==> src/rtl/binary_conv3x3_if.sv <==
// Pixel-stream bundle between a binary_conv3x3 stage and its producer/consumer.
// popcount_out exists only when BIN_CONV_POPCNT_OUT_EN is defined.
interface binary_conv3x3_if;
    logic       valid_in;
    logic       pixel_in;
    logic [8:0] weights;
    logic       conv_out;
    logic       valid_out_conv;
`ifdef BIN_CONV_POPCNT_OUT_EN
    logic [3:0] popcount_out;

    modport master (
        output valid_in, pixel_in, weights,
        input  conv_out, valid_out_conv, popcount_out
    );
    modport slave (
        input  valid_in, pixel_in, weights,
        output conv_out, valid_out_conv, popcount_out
    );
`else
    modport master (
        output valid_in, pixel_in, weights,
        input  conv_out, valid_out_conv
    );
    modport slave (
        input  valid_in, pixel_in, weights,
        output conv_out, valid_out_conv
    );
`endif
endinterface

==> src/rtl/binary_conv3x3.sv <==
// binary_conv3x3: streaming 3x3 XNOR/popcount binary convolution with threshold; BIN_CONV_POPCNT_OUT_EN adds popcount_out.
// Latency: strobe one cycle after the edge that accepts the window-completing pixel.
// Backpressure: none; valid_in bubbles freeze counters, window and line buffers, downstream takes every strobe.
module binary_conv3x3 #(
    parameter int IMG_W  = 28,
    parameter int IMG_H  = 28,
    parameter int THRESH = 5
) (
    input  logic              clk,
    input  logic              rst,
    binary_conv3x3_if.slave   bus
);
    localparam int         CW  = $clog2(IMG_W);
    localparam int         RW  = $clog2(IMG_H);
    localparam logic [3:0] THR = 4'(THRESH);

    logic [CW-1:0]    col;
    logic [RW-1:0]    row;
    logic [IMG_W-1:0] lb1;
    logic [IMG_W-1:0] lb2;
    // Two newest columns of the previous window; the oldest column is dropped on each shift.
    logic [5:0]       hist;
    logic [5:0]       hist_nxt;
    logic [2:0]       new_col;
    logic [8:0]       win_nxt;
    logic [8:0]       match;
    logic [3:0]       cnt;
    logic             col_last;
    logic             row_last;
    logic             complete;

    assign col_last = (col == CW'(IMG_W - 1));
    assign row_last = (row == RW'(IMG_H - 1));
    assign complete = bus.valid_in && (row >= RW'(2)) && (col >= CW'(2));

    // Window row 0 is the oldest image row (row-2), row 2 the current one.
    assign new_col = {bus.pixel_in, lb1[col], lb2[col]};

    always_comb begin
        win_nxt  = '0;
        hist_nxt = '0;
        for (int r = 0; r < 3; r++) begin
            win_nxt[r*3+0]  = hist[r*2+0];
            win_nxt[r*3+1]  = hist[r*2+1];
            win_nxt[r*3+2]  = new_col[r];
            hist_nxt[r*2+0] = win_nxt[r*3+1];
            hist_nxt[r*2+1] = win_nxt[r*3+2];
        end
    end

    always_comb begin
        match = ~(win_nxt ^ bus.weights);
        cnt   = '0;
        for (int i = 0; i < 9; i++) begin
            cnt = cnt + {3'b000, match[i]};
        end
    end

    always_ff @(posedge clk or posedge rst) begin
        if (rst) begin
            col  <= '0;
            row  <= '0;
            hist <= '0;
        end else if (bus.valid_in) begin
            hist <= hist_nxt;
            col  <= col_last ? '0 : col + CW'(1);
            if (col_last) begin
                row <= row_last ? '0 : row + RW'(1);
            end
        end
    end

    // Line buffers are not reset: outputs are gated until two full rows have passed.
    always_ff @(posedge clk) begin
        if (bus.valid_in) begin
            lb2[col] <= lb1[col];
            lb1[col] <= bus.pixel_in;
        end
    end

    always_ff @(posedge clk or posedge rst) begin
        if (rst) begin
            bus.conv_out       <= 1'b0;
            bus.valid_out_conv <= 1'b0;
        end else begin
            bus.valid_out_conv <= complete;
            if (complete) begin
                bus.conv_out <= (cnt >= THR);
            end
        end
    end

`ifdef BIN_CONV_POPCNT_OUT_EN
    always_ff @(posedge clk or posedge rst) begin
        if (rst) begin
            bus.popcount_out <= 4'd0;
        end else if (complete) begin
            bus.popcount_out <= cnt;
        end
    end
`endif
endmodule

==> src/flat_wrapper.sv <==
// flat-port wrapper written by rule: the top's interface ports become plain ports
module binary_conv3x3_flat 
#(
    parameter int IMG_W  = 28,
    parameter int IMG_H  = 28,
    parameter int THRESH = 5
)
  (clk, rst, bus_valid_in, bus_pixel_in, bus_weights, bus_conv_out, bus_valid_out_conv);
  binary_conv3x3_if bus_i ();
  input  logic clk;
  input  logic rst;
  input wire logic [$bits(bus_i.valid_in)-1:0] bus_valid_in;
  input wire logic [$bits(bus_i.pixel_in)-1:0] bus_pixel_in;
  input wire logic [$bits(bus_i.weights)-1:0] bus_weights;
  output wire logic [$bits(bus_i.conv_out)-1:0] bus_conv_out;
  output wire logic [$bits(bus_i.valid_out_conv)-1:0] bus_valid_out_conv;
  assign bus_i.valid_in = bus_valid_in;
  assign bus_i.pixel_in = bus_pixel_in;
  assign bus_i.weights = bus_weights;
  assign bus_conv_out = bus_i.conv_out;
  assign bus_valid_out_conv = bus_i.valid_out_conv;
  binary_conv3x3 #(.IMG_W(IMG_W), .IMG_H(IMG_H), .THRESH(THRESH)) u_core (.clk(clk), .rst(rst), .bus(bus_i));
endmodule
==> config.mk <==
export PLATFORM = sky130hd
export DESIGN_NAME = binary_conv3x3_flat
export DESIGN_NICKNAME = d
export VERILOG_FILES = /design/src/rtl/binary_conv3x3_if.sv /design/src/rtl/binary_conv3x3.sv /design/src/flat_wrapper.sv
export SDC_FILE = /design/constraint.sdc
export NUM_CORES = 1
export LEC_CHECK = 0
export ABC_AREA = 1
export CAP_MARGIN = 20
export CORE_ASPECT_RATIO = 1.25
export CORE_MARGIN = 8
export CORE_UTILIZATION = 50
export CTS_CLUSTER_SIZE = 25
export DETAILED_ROUTE_END_ITERATION = 10
export DONT_BUFFER_PORTS = 1
export PLACE_DENSITY_LB_ADDON = 0.15
export SKIP_CTS_REPAIR_TIMING = 1
export SLEW_MARGIN = 15
export SYNTH_ARGS = -nofsm -noshare
export SYNTH_HDL_FRONTEND = slang
export SYNTH_SLANG_ARGS = --single-unit
==> constraint.sdc <==
create_clock -name clk -period 5.5 [get_ports clk]
set_input_delay 1.1 -clock clk [delete_from_list [all_inputs] [get_ports clk]]
set_output_delay 1.1 -clock clk [all_outputs]
set_load 0.02 [all_outputs]
==> impl_metrics.yaml, run 1 <==
status:
  status: "finished, final reports clean"
clock_tree:
  numCtsBuffers: 9
  h-tree-depth: 3
  clk_latency_ps: 340
  cts_buffer_depth: 2
  clk_pin_slew_worst_paths_ps: 70
  cts_tree: "yes"
  clockRootBuffer: "clkbuf_8"
  cts.sinks: 74
synthesis:
  synthFlopType: "edfxtp_1"
  postSynthAreaPerCell_um2: 9.045
  synth_top_area_share_pct: 43.95
  ys_async_sr_fraction_pct: 24.32
  synth_top_family_by_area: "simple AND/OR/NAND/NOR gates"
  ys_warn_count: 0
  muxShareOfSynthArea_pct: 0
  synth_compound_area_share_pct: 2.910
  ys_seq_elements: 74
  synth_xor_area_share_pct: 2.289
  syn_nets: 453
  synth_cell_types: 24
  yosysSeqAreaShare_pct: 55.72
  synthSimpleGateAreaFrac_pct: 22.92
  synth_fa_ha_area_share_pct: 6.540
  synth_area_leader_cell: "edfxtp_1"
  synth_edf_count: 56
  synth_top_cells_by_area: "edfxtp_1 44%, dfrtp_1 12%, nand2_1 12%, inv_1 7.9%, nand3_1 4.6%"
  synth_cells: 423
  synth_area_mm2: 0.003826
grt:
  grt_pass1_wl_um: 13040
  antenna_found_initial: 0
  grt_usage_pct: 15.89
  gr-total-overflow: 0
  grt_max_degree: 31
  first_global_vias: 2739
placed_design:
  placed_area_mm2: 0.003911
  portBuffers: 0
  gp_congestion: 0.8099
  dp_hpwl_um: 5406
floorplanning:
  placement_rows: 35
  ioPinCount: 15
  start_util_pct: 51.70
  die_h_um: 113.8
  die_x_um: 94.24
  fp.coreArea_mm2: 0.007401
  dieArea_mm2: 0.01073
final_layout:
  drive_gt1_share_pct: 6.467
  multi_input_area_mm2: 0.001326
  layout-area-overhead-vs-synth_pct: 7.848
  post-route-util_pct: 55.76
  fillers: 677
  antennaDiodeCount: 0
  final-seq-area_mm2: 0.002132
  fin_area_mm2: 0.004126
  final_nets: 458
power_and_ir_drop:
  power_leakage_uw: 0.001936
  p_per_area_mw_per_mm2: 563.5
  vdd_ir_drop_max_mv: 0.5033
sta:
  setup_viol: 0
  setup_tns_ps: 0
  period_share_pct: 83.70
  grt_setup_unrepaired: "false"
  finalMaxSlewViolations: 0
  period_minus_slack_ps: 4603
  tightest_slew_ps: 734.7
  slew_headroom_pct: 50.96
  fin_skew_ps: 14.88
  timing.fmax_ghz: 0.2172
  final-hold-violation-count: 0
job:
  cap_viol_max_count: 0
detailed_routing:
  vias: 2621
  via_per_inst: 4.992
  wl_per_cell_um: 14.60
  drt_iter0_markers: 167
  dr.pass1.iters: 4
  drcViolationCount: 0
  wl_um: 7663
  antenna_left: 0
hold_path:
  hp-class: "reg -> reg"
worst_setup_path:
  cp_max_fo: 12
  crit_required_ps: 5720
  arrival_ps: 4830
  start_kind: "flip-flop"
  cp-end-kind: "flip-flop"
  crit_type: "reg -> reg"
path summary, 6_finish.rpt:
path	from	endpoint	slack, ps	depth (start not counted)
max	u_core.col[1]	u_core.bus.conv_out	900	22
min	u_core.hist[0]	u_core.hist[0]	510	2
max reg2reg	u_core.col[1]	u_core.bus.conv_out	900	22
min reg2reg	u_core.hist[0]	u_core.hist[0]	510	2
max in group asynchronous	rst	u_core.col[1]	4270	1
min in group asynchronous	rst	u_core.hist[5]	760	1
power by group:
part	switching, uW	total (uW)	internal, uW
clock	190	441	251
combinational	667	1040	370
sequential	86.1	848	761
total	943	2330	1380
layer usage:
metal	track usage (%)	share of wire, %
met1	17.92	43
met2	26.30	49
met3	4.796	4.3
met4	8.059	3.3
met5	0	0
state kept, by name, summed over array words and instances (netlist names):
register and count:
u_core.lb2 28, u_core.bus.conv_out 1, u_core.bus.valid_out_conv 1, u_core.hist 6
u_core.row 5, u_core.col 5, u_core.lb1 28
worst max-delay path: stages (launching register included):
cell and delay, ps:
dfrtp_1 640, inv_2 210, nor2_4 230, nand3_1 90, nand2_1 90, nand2_1 60, nand2_1 70, nor2_1 50
nand2_1 90, nand2_1 50, nand2_1 110, fa_1 460, fa_1 530, fa_1 500, inv_1 70, ha_1 170
inv_1 60, fa_1 470, inv_1 40, o21ai_0 180, o22ai_1 90, o21ai_0 140, o21ai_0 100
layout make-up:
| type | instances | share of cell area (%) |
|---|---|---|
| flip-flops and latches | 74 | 51.67 |
| multi-input cells | 256 | 32.14 |
| inverters | 84 | 7.641 |
| clock buffers | 13 | 4.124 |
| well taps | 92 | 2.790 |
| clock inverters | 3 | 1.092 |
| repair buffers | 3 | 0.5458 |
synth_stat cells (5+ instances only):
| library cell | number |
|---|---|
| dfrtp_1 | 18 |
| nand3_1 | 35 |
| nor2_1 | 43 |
| inv_1 | 81 |
| ha_1 | 12 |
| buf_2 | 6 |
| edfxtp_1 | 56 |
| fa_1 | 5 |
| xor2_1 | 7 |
| nand2_1 | 120 |
| o21ai_0 | 12 |
cells by family after synthesis:
| kind of cell | Yosys count |
|---|---|
| flops | 74 |
| xor+xnor | 10 |
| fa+ha+maj | 17 |
| simple gates | 211 |
| buf+inv | 93 |
| compound gates | 18 |
through the flow:
stage / worst slack [ps] / total power [uW] / hold slack, ps / cells
after CTS: 950.8 / 2351 / 515.4 / 525
after global routing: 574.8 / 2550 / 534.1 / 525
after detailed placement: 940.7 / 1907 / 497.8 / 509
after global placement: 1104 / 1844 / 495.9 / 509
final: 896.7 / 2325 / 513.3 / 525
after floorplan: 1229 / 1622 / 462.5 / 423
cell usage in the layout, fill, tap and decap left out, types with 5 or more instances in the layout:
cell / Yosys / layout
nand3_1: 35 / 35
fa_1: 5 / 5
ha_1: 12 / 12
nor2_1: 43 / 43
o21ai_0: 12 / 12
clkbuf_8: 0 / 10
xor2_1: 7 / 7
edfxtp_1: 56 / 56
dfrtp_1: 18 / 18
nand2_1: 120 / 120
inv_1: 81 / 81
Note: power is estimated with default switching activity, not from simulation.
==> run 2, diff against run 1 <==
==> constraint.sdc (replaced) <==
create_clock -name clk -period 3.85 [get_ports clk]
set_input_delay 0.77 -clock clk [delete_from_list [all_inputs] [get_ports clk]]
set_output_delay 0.77 -clock clk [all_outputs]
set_load 0.02 [all_outputs]
==> run 2 against run 1 <==
Against the previous run:
- critical path type unchanged
- global-route usage rose by 0.28 points
- non-clock buffer count increased by 27
- design area grew 4.2%
- die area stayed put
- critical path depth is the same
- the flow now finishes with violations (negative setup slack)
- worst setup slack worse by 1100 ps
- sequential cell count is the same
- cell count grew 5.1%
- count of clock-buffer cells in the layout is 4 lower
- sequential power grew 40%
- total power increased by 46%
- worst hold slack worse by 110 ps
==> impl_metrics.yaml, run 2 (synthesis gave the netlist of run 1 again) <==
status:
  status: "finished with violations"
  failed_checks: "negative setup slack"
final_layout:
  layout-area-overhead-vs-synth_pct: 12.36
  fin_area_mm2: 0.004299
  reg_top3: "u_core.lb1: 28 flops, u_core.lb2: 28 flops, u_core.hist: 6 flops"
  final_common_cell: "nand2_1"
  final_nets: 485
  final_cell_mix: "119 x nand2_1, 80 x inv_1, 56 x edfxtp_1"
  antennaDiodeCount: 0
  drive_gt1_share_pct: 13.04
power_and_ir_drop:
  p_int_uw: 2004
  vdd_ir_drop_max_mv: 0.8315
  p_per_area_mw_per_mm2: 789.4
  p_total_uw: 3394
  p_sw_share_pct: 40.93
  power.share.clock_pct: 14.9
  power_leakage_uw: 0.002038
  pwr-share-seq_pct: 35.0
  p_comb_share_pct: 50.1
  switchingPower_uw: 1389
grt:
  first_global_vias: 2837
  antenna_found_initial: 0
  gr-total-overflow: 0
  grt_usage_pct: 16.17
  grt_max_degree: 31
  grt_pass1_wl_um: 13140
floorplanning:
  die_h_um: 113.8
  dieArea_mm2: 0.01073
  fp.coreArea_mm2: 0.007401
  ioPinCount: 15
  die_x_um: 94.24
  start_util_pct: 51.70
  placement_rows: 35
detailed_routing:
  drt_iter0_markers: 205
  antenna_left: 0
  via_per_inst: 4.978
  dr.pass1.iters: 4
  wl_per_cell_um: 14.27
  drcViolationCount: 0
  wl_um: 7876
  vias: 2748
sta:
  fin_skew_ps: 11.74
  period_minus_slack_ps: 4082
  setup_viol: 1
  finalMaxSlewViolations: 0
  slew_headroom_pct: 54.85
  final-hold-violation-count: 0
  timing.fmax_ghz: 0.2450
  period_share_pct: 106.0
  tightest_slew_ps: 676.5
  grt_setup_unrepaired: "true"
  setup_ws_ps: -232.0
worst_setup_path:
  start_kind: "flip-flop"
  crit_type: "reg -> reg"
  critPathMaxStageDelay_ps: 530
  rr_endpoint: "u_core.bus.conv_out"
  ff2ff_setup_slack_ps: -230
  reg2reg_from: "u_core.col[1]"
  worst-r2r-cell-count: 22
  arrival_ps: 4320
  crit_path_top_delay_cell: "fa_1"
  cp_max_fo: 8
  cp_top_family: "adder cells"
  path_cells: "inv_4, nor2_4, nand3_1, nand2_1, nand2_2, nand2_1, nor2_2, nand2_1, nand2_1, nand2_1, fa_1, fa_1, fa_1, inv_1, ha_2, inv_1, fa_1, inv_1, o21ai_1, o22ai_1, o21ai_1, o21ai_1"
  cp-end-kind: "flip-flop"
  crit_path_frequent_cell: "nand2_1"
  crit_required_ps: 4090
  cp.buffers_inverters: 4
clock_tree:
  h-tree-depth: 3
  numCtsBuffers: 9
  cts.sinks: 74
  clk_pin_slew_worst_paths_ps: 70
  clockRootBuffer: "clkbuf_8"
  cts_tree: "yes"
  clk_latency_ps: 350
  cts_buffer_depth: 2
placed_design:
  dp_hpwl_um: 5749
  gp_congestion: 0.8179
  placed_area_mm2: 0.004119
  portBuffers: 0
job:
  cap_viol_max_count: 0
hold_path:
  hp-class: "in -> async"
run 2: changes by cell type in the layout (fill, tap and decap cells not counted), sizes merged:
cell / previous run / this run
clkinvlp: 0 / 2
inv: 85 / 84
clkinv: 1 / 5
buf: 3 / 30
clkbuf: 13 / 9
bufinv: 1 / 0
run 2: per-layer routing:
metal / global-route usage (%) / vias up / share of wire, %
met3: 3.548 / 17 / 5.0
met2: 27.74 / 54 / 52
met5: 0 / - / 0
met4: 8.165 / 0 / 2.8
li1: - / 1381 / -
met1: 18.22 / 1296 / 40
run 2: final cells by class:
cell class,count,area (um2)
Clock inverter,7,36.28
Tap cell,92,115.1
Sequential cell,74,2133
Multi-Input combinational cell,256,1336
Timing Repair Buffer,30,236.5
Clock buffer,9,123.9
Fill cell,684,3102
Inverter,84,317.8
run 2: worst max-delay path by stage:
stage,from,to,slack (ps),depth (start not counted)
floorplan,bus_weights[0],u_core.bus.conv_out,20,15
global placement,u_core.col[0],u_core.bus.conv_out,-140,23
detailed placement,u_core.col[0],u_core.bus.conv_out,-240,23
CTS,u_core.col[0],u_core.bus.conv_out,-270,23
global route,u_core.col[0],u_core.bus.conv_out,-560,23
finish,u_core.col[1],u_core.bus.conv_out,-230,22
run 2: through the flow:
step | setup WS (ps) | cells | TNS [ps] | hold slack [ps] | utilization [%]
after global placement | -140.3 | 536 | -140.3 | 477.8 | 55.66
after global routing | -560.7 | 552 | -560.7 | 465.2 | 58.09
final | -232.0 | 552 | -232.0 | 404.8 | 58.09
after floorplan | 20.20 | 423 | 0 | 462.5 | -
after detailed placement | -240.6 | 536 | -240.6 | 486.9 | 55.66
after CTS | -272.4 | 552 | -272.4 | 418.5 | 57.82
run 2: power by group through the flow:
| stage | combinational (uW) | clock, uW | sequential (uW) |
|---|---|---|---|
| after global routing | 1980 | 543 | 1200 |
| after global placement | 1640 | 0 | 1200 |
| after floorplan | 1160 | 0 | 1180 |
| final | 1700 | 504 | 1190 |
| after CTS | 1710 | 513 | 1190 |
| after detailed placement | 1690 | 0 | 1200 |
==> run 3, diff against run 2 <==
==> constraint.sdc (replaced) <==
create_clock -name clk -period 4.8 [get_ports clk]
set_input_delay 0.96 -clock clk [delete_from_list [all_inputs] [get_ports clk]]
set_output_delay 0.96 -clock clk [all_outputs]
set_load 0.02 [all_outputs]
==> run 3 against run 2 <==
Against the previous run:
- the run now ends clean
- register-to-register slack better by 760 ps
- first-iteration DRC count increased by 3.4%
- non-clock buffer count shrank 25
- worst hold slack better by 100 ps
- sequential cell count did not move
- worst setup slack improved by 760 ps
- maximum frequency decreased by 4.4%
- clock skew is 0.57 ps higher
- critical path type unchanged
- design area down 3.6%
==> impl_metrics.yaml, run 3 (synthesis gave the netlist of run 1 again) <==
power_and_ir_drop:
  p_int_uw: 1603
  switchingPower_uw: 1066
  pwr-share-seq_pct: 35.6
  vdd_ir_drop_max_mv: 0.6983
  p_total_uw: 2668
  power_leakage_uw: 0.001947
  p_comb_share_pct: 44.4
  p_per_area_mw_per_mm2: 643.6
  p_sw_share_pct: 39.94
  power.share.clock_pct: 20.0
clock_tree:
  numCtsBuffers: 9
  clockRootBuffer: "clkbuf_8"
  clk_pin_slew_worst_paths_ps: 80
  cts_buffer_depth: 2
  clk_latency_ps: 350
  h-tree-depth: 3
  cts_tree: "yes"
  cts.sinks: 74
grt:
  grt_max_degree: 31
  first_global_vias: 2653
  grt_pass1_wl_um: 12700
  gr-total-overflow: 0
  grt_usage_pct: 15.31
  antenna_found_initial: 0
worst_setup_path:
  crit_required_ps: 5020
  rr_endpoint: "u_core.bus.conv_out"
  cp-end-kind: "flip-flop"
  arrival_ps: 4490
  reg2reg_from: "u_core.col[1]"
  start_kind: "flip-flop"
  ff2ff_setup_slack_ps: 530
  crit_type: "reg -> reg"
  cp_max_fo: 11
  worst-r2r-cell-count: 22
detailed_routing:
  via_per_inst: 5.006
  drcViolationCount: 0
  antenna_left: 0
  vias: 2638
  dr.pass1.iters: 4
  drt_iter0_markers: 212
  wl_per_cell_um: 14.43
  wl_um: 7607
final_layout:
  fillers: 661
  final_common_cell: "nand2_1"
  layout-area-overhead-vs-synth_pct: 8.339
  post-route-util_pct: 56.01
  antennaDiodeCount: 0
  final_nets: 460
  final_cell_mix: "120 x nand2_1, 81 x inv_1, 56 x edfxtp_1"
  stdcell_count: 527
  drive_gt1_share_pct: 6.897
  reg_top3: "u_core.lb1: 28 flops, u_core.lb2: 28 flops, u_core.hist: 6 flops"
floorplanning:
  dieArea_mm2: 0.01073
  die_x_um: 94.24
  start_util_pct: 51.70
  ioPinCount: 15
  placement_rows: 35
  fp.coreArea_mm2: 0.007401
  die_h_um: 113.8
sta:
  timing.fmax_ghz: 0.2342
  period_minus_slack_ps: 4271
  final-hold-violation-count: 0
  tightest_slew_ps: 754.0
  period_share_pct: 88.97
  finalMaxSlewViolations: 0
  fin_skew_ps: 12.31
  setup_tns_ps: 0
  grt_setup_unrepaired: "false"
  slew_headroom_pct: 49.68
  setup_viol: 0
hold_path:
  hp-class: "reg -> reg"
  hold_depth: 2
  min-delay-start: "u_core.hist[0]"
  whs_endpoint: "u_core.hist[0]"
placed_design:
  gp_congestion: 0.8367
  placed_cells: 511
  dp_hpwl_um: 5351
  portBuffers: 0
job:
  cap_viol_max_count: 0
status:
  status: "finished, final reports clean"
run 3: changes by cell type in the layout (fill, tap and decap cells not counted), sizes merged:
cell,change
buf,-25
bufinv,+2
clkbuf,+2
clkinv,-2
clkinvlp,-2
run 3: how the worst max path moves through the flow:
stage / start / endpoint / slack, ps / depth (start not counted)
after floorplan: bus_weights[0] / u_core.bus.conv_out / 670 / 15
after global placement: bus_weights[0] / u_core.bus.conv_out / 590 / 15
after detailed placement: bus_weights[1] / u_core.bus.conv_out / 520 / 15
after CTS: u_core.col[1] / u_core.bus.conv_out / 530 / 22
after global routing: u_core.col[0] / u_core.bus.conv_out / 210 / 23
final: u_core.col[1] / u_core.bus.conv_out / 530 / 22
run 3: power groups by stage:
stage	registers [uW]	clock network (uW)	logic (uW)
global route	964	557	1390
detailed placement	964	0	1190
global placement	963	0	1150
finish	951	532	1180
CTS	952	538	1190
floorplan	945	0	913
run 3: critical path, cell delays in order, from the launching register on:
cell and delay, ps:
dfrtp_1 400, buf_4 200, nor2_4 220, nand3_1 100, nand2_1 110, nand2_1 70
nand2_1 70, nor2_1 50, nand2_1 80, nand2_1 50, nand2_1 90, fa_1 450
fa_1 510, fa_1 480, inv_1 70, ha_1 160, inv_1 60, fa_1 480
inv_1 40, o21ai_0 150, o22ai_1 90, o21ai_0 130, o21ai_0 90
run 3: final cells by class:
type | instances | area (um2) | share of cell area, %
sequential | 74 | 2132 | 51.43
multi-input combinational | 256 | 1326 | 32.00
inverter | 84 | 315.3 | 7.606
clock buffer | 11 | 141.4 | 3.411
tap | 92 | 115.1 | 2.777
clock inverter | 5 | 77.57 | 1.871
timing repair buffer | 5 | 37.54 | 0.9055
run 3: per-stage QoR:
step	setup slack [ps]	cell area [um2]	hold slack (ps)
6_report	529.2	4145	508.3
5_1_grt	205.4	4145	543.4
4_1_cts	527.0	4145	509.7
3_5_place_dp	515.2	3926	489.4
3_3_place_gp	587.3	3926	485.7
2_1_floorplan	668.5	3826	462.5
run 3: layer usage:
layer  global-route usage (%)  up-vias  wire [um]  part of all wire [%]
met1                    17.19     1248       3229                    42
met5                        0        -          0                     0
met4                    7.317        0        175                   2.3
met2                    26.86       50       3855                    51
met3                    2.891       16        347                   4.6
li1                         -     1324          -                     -
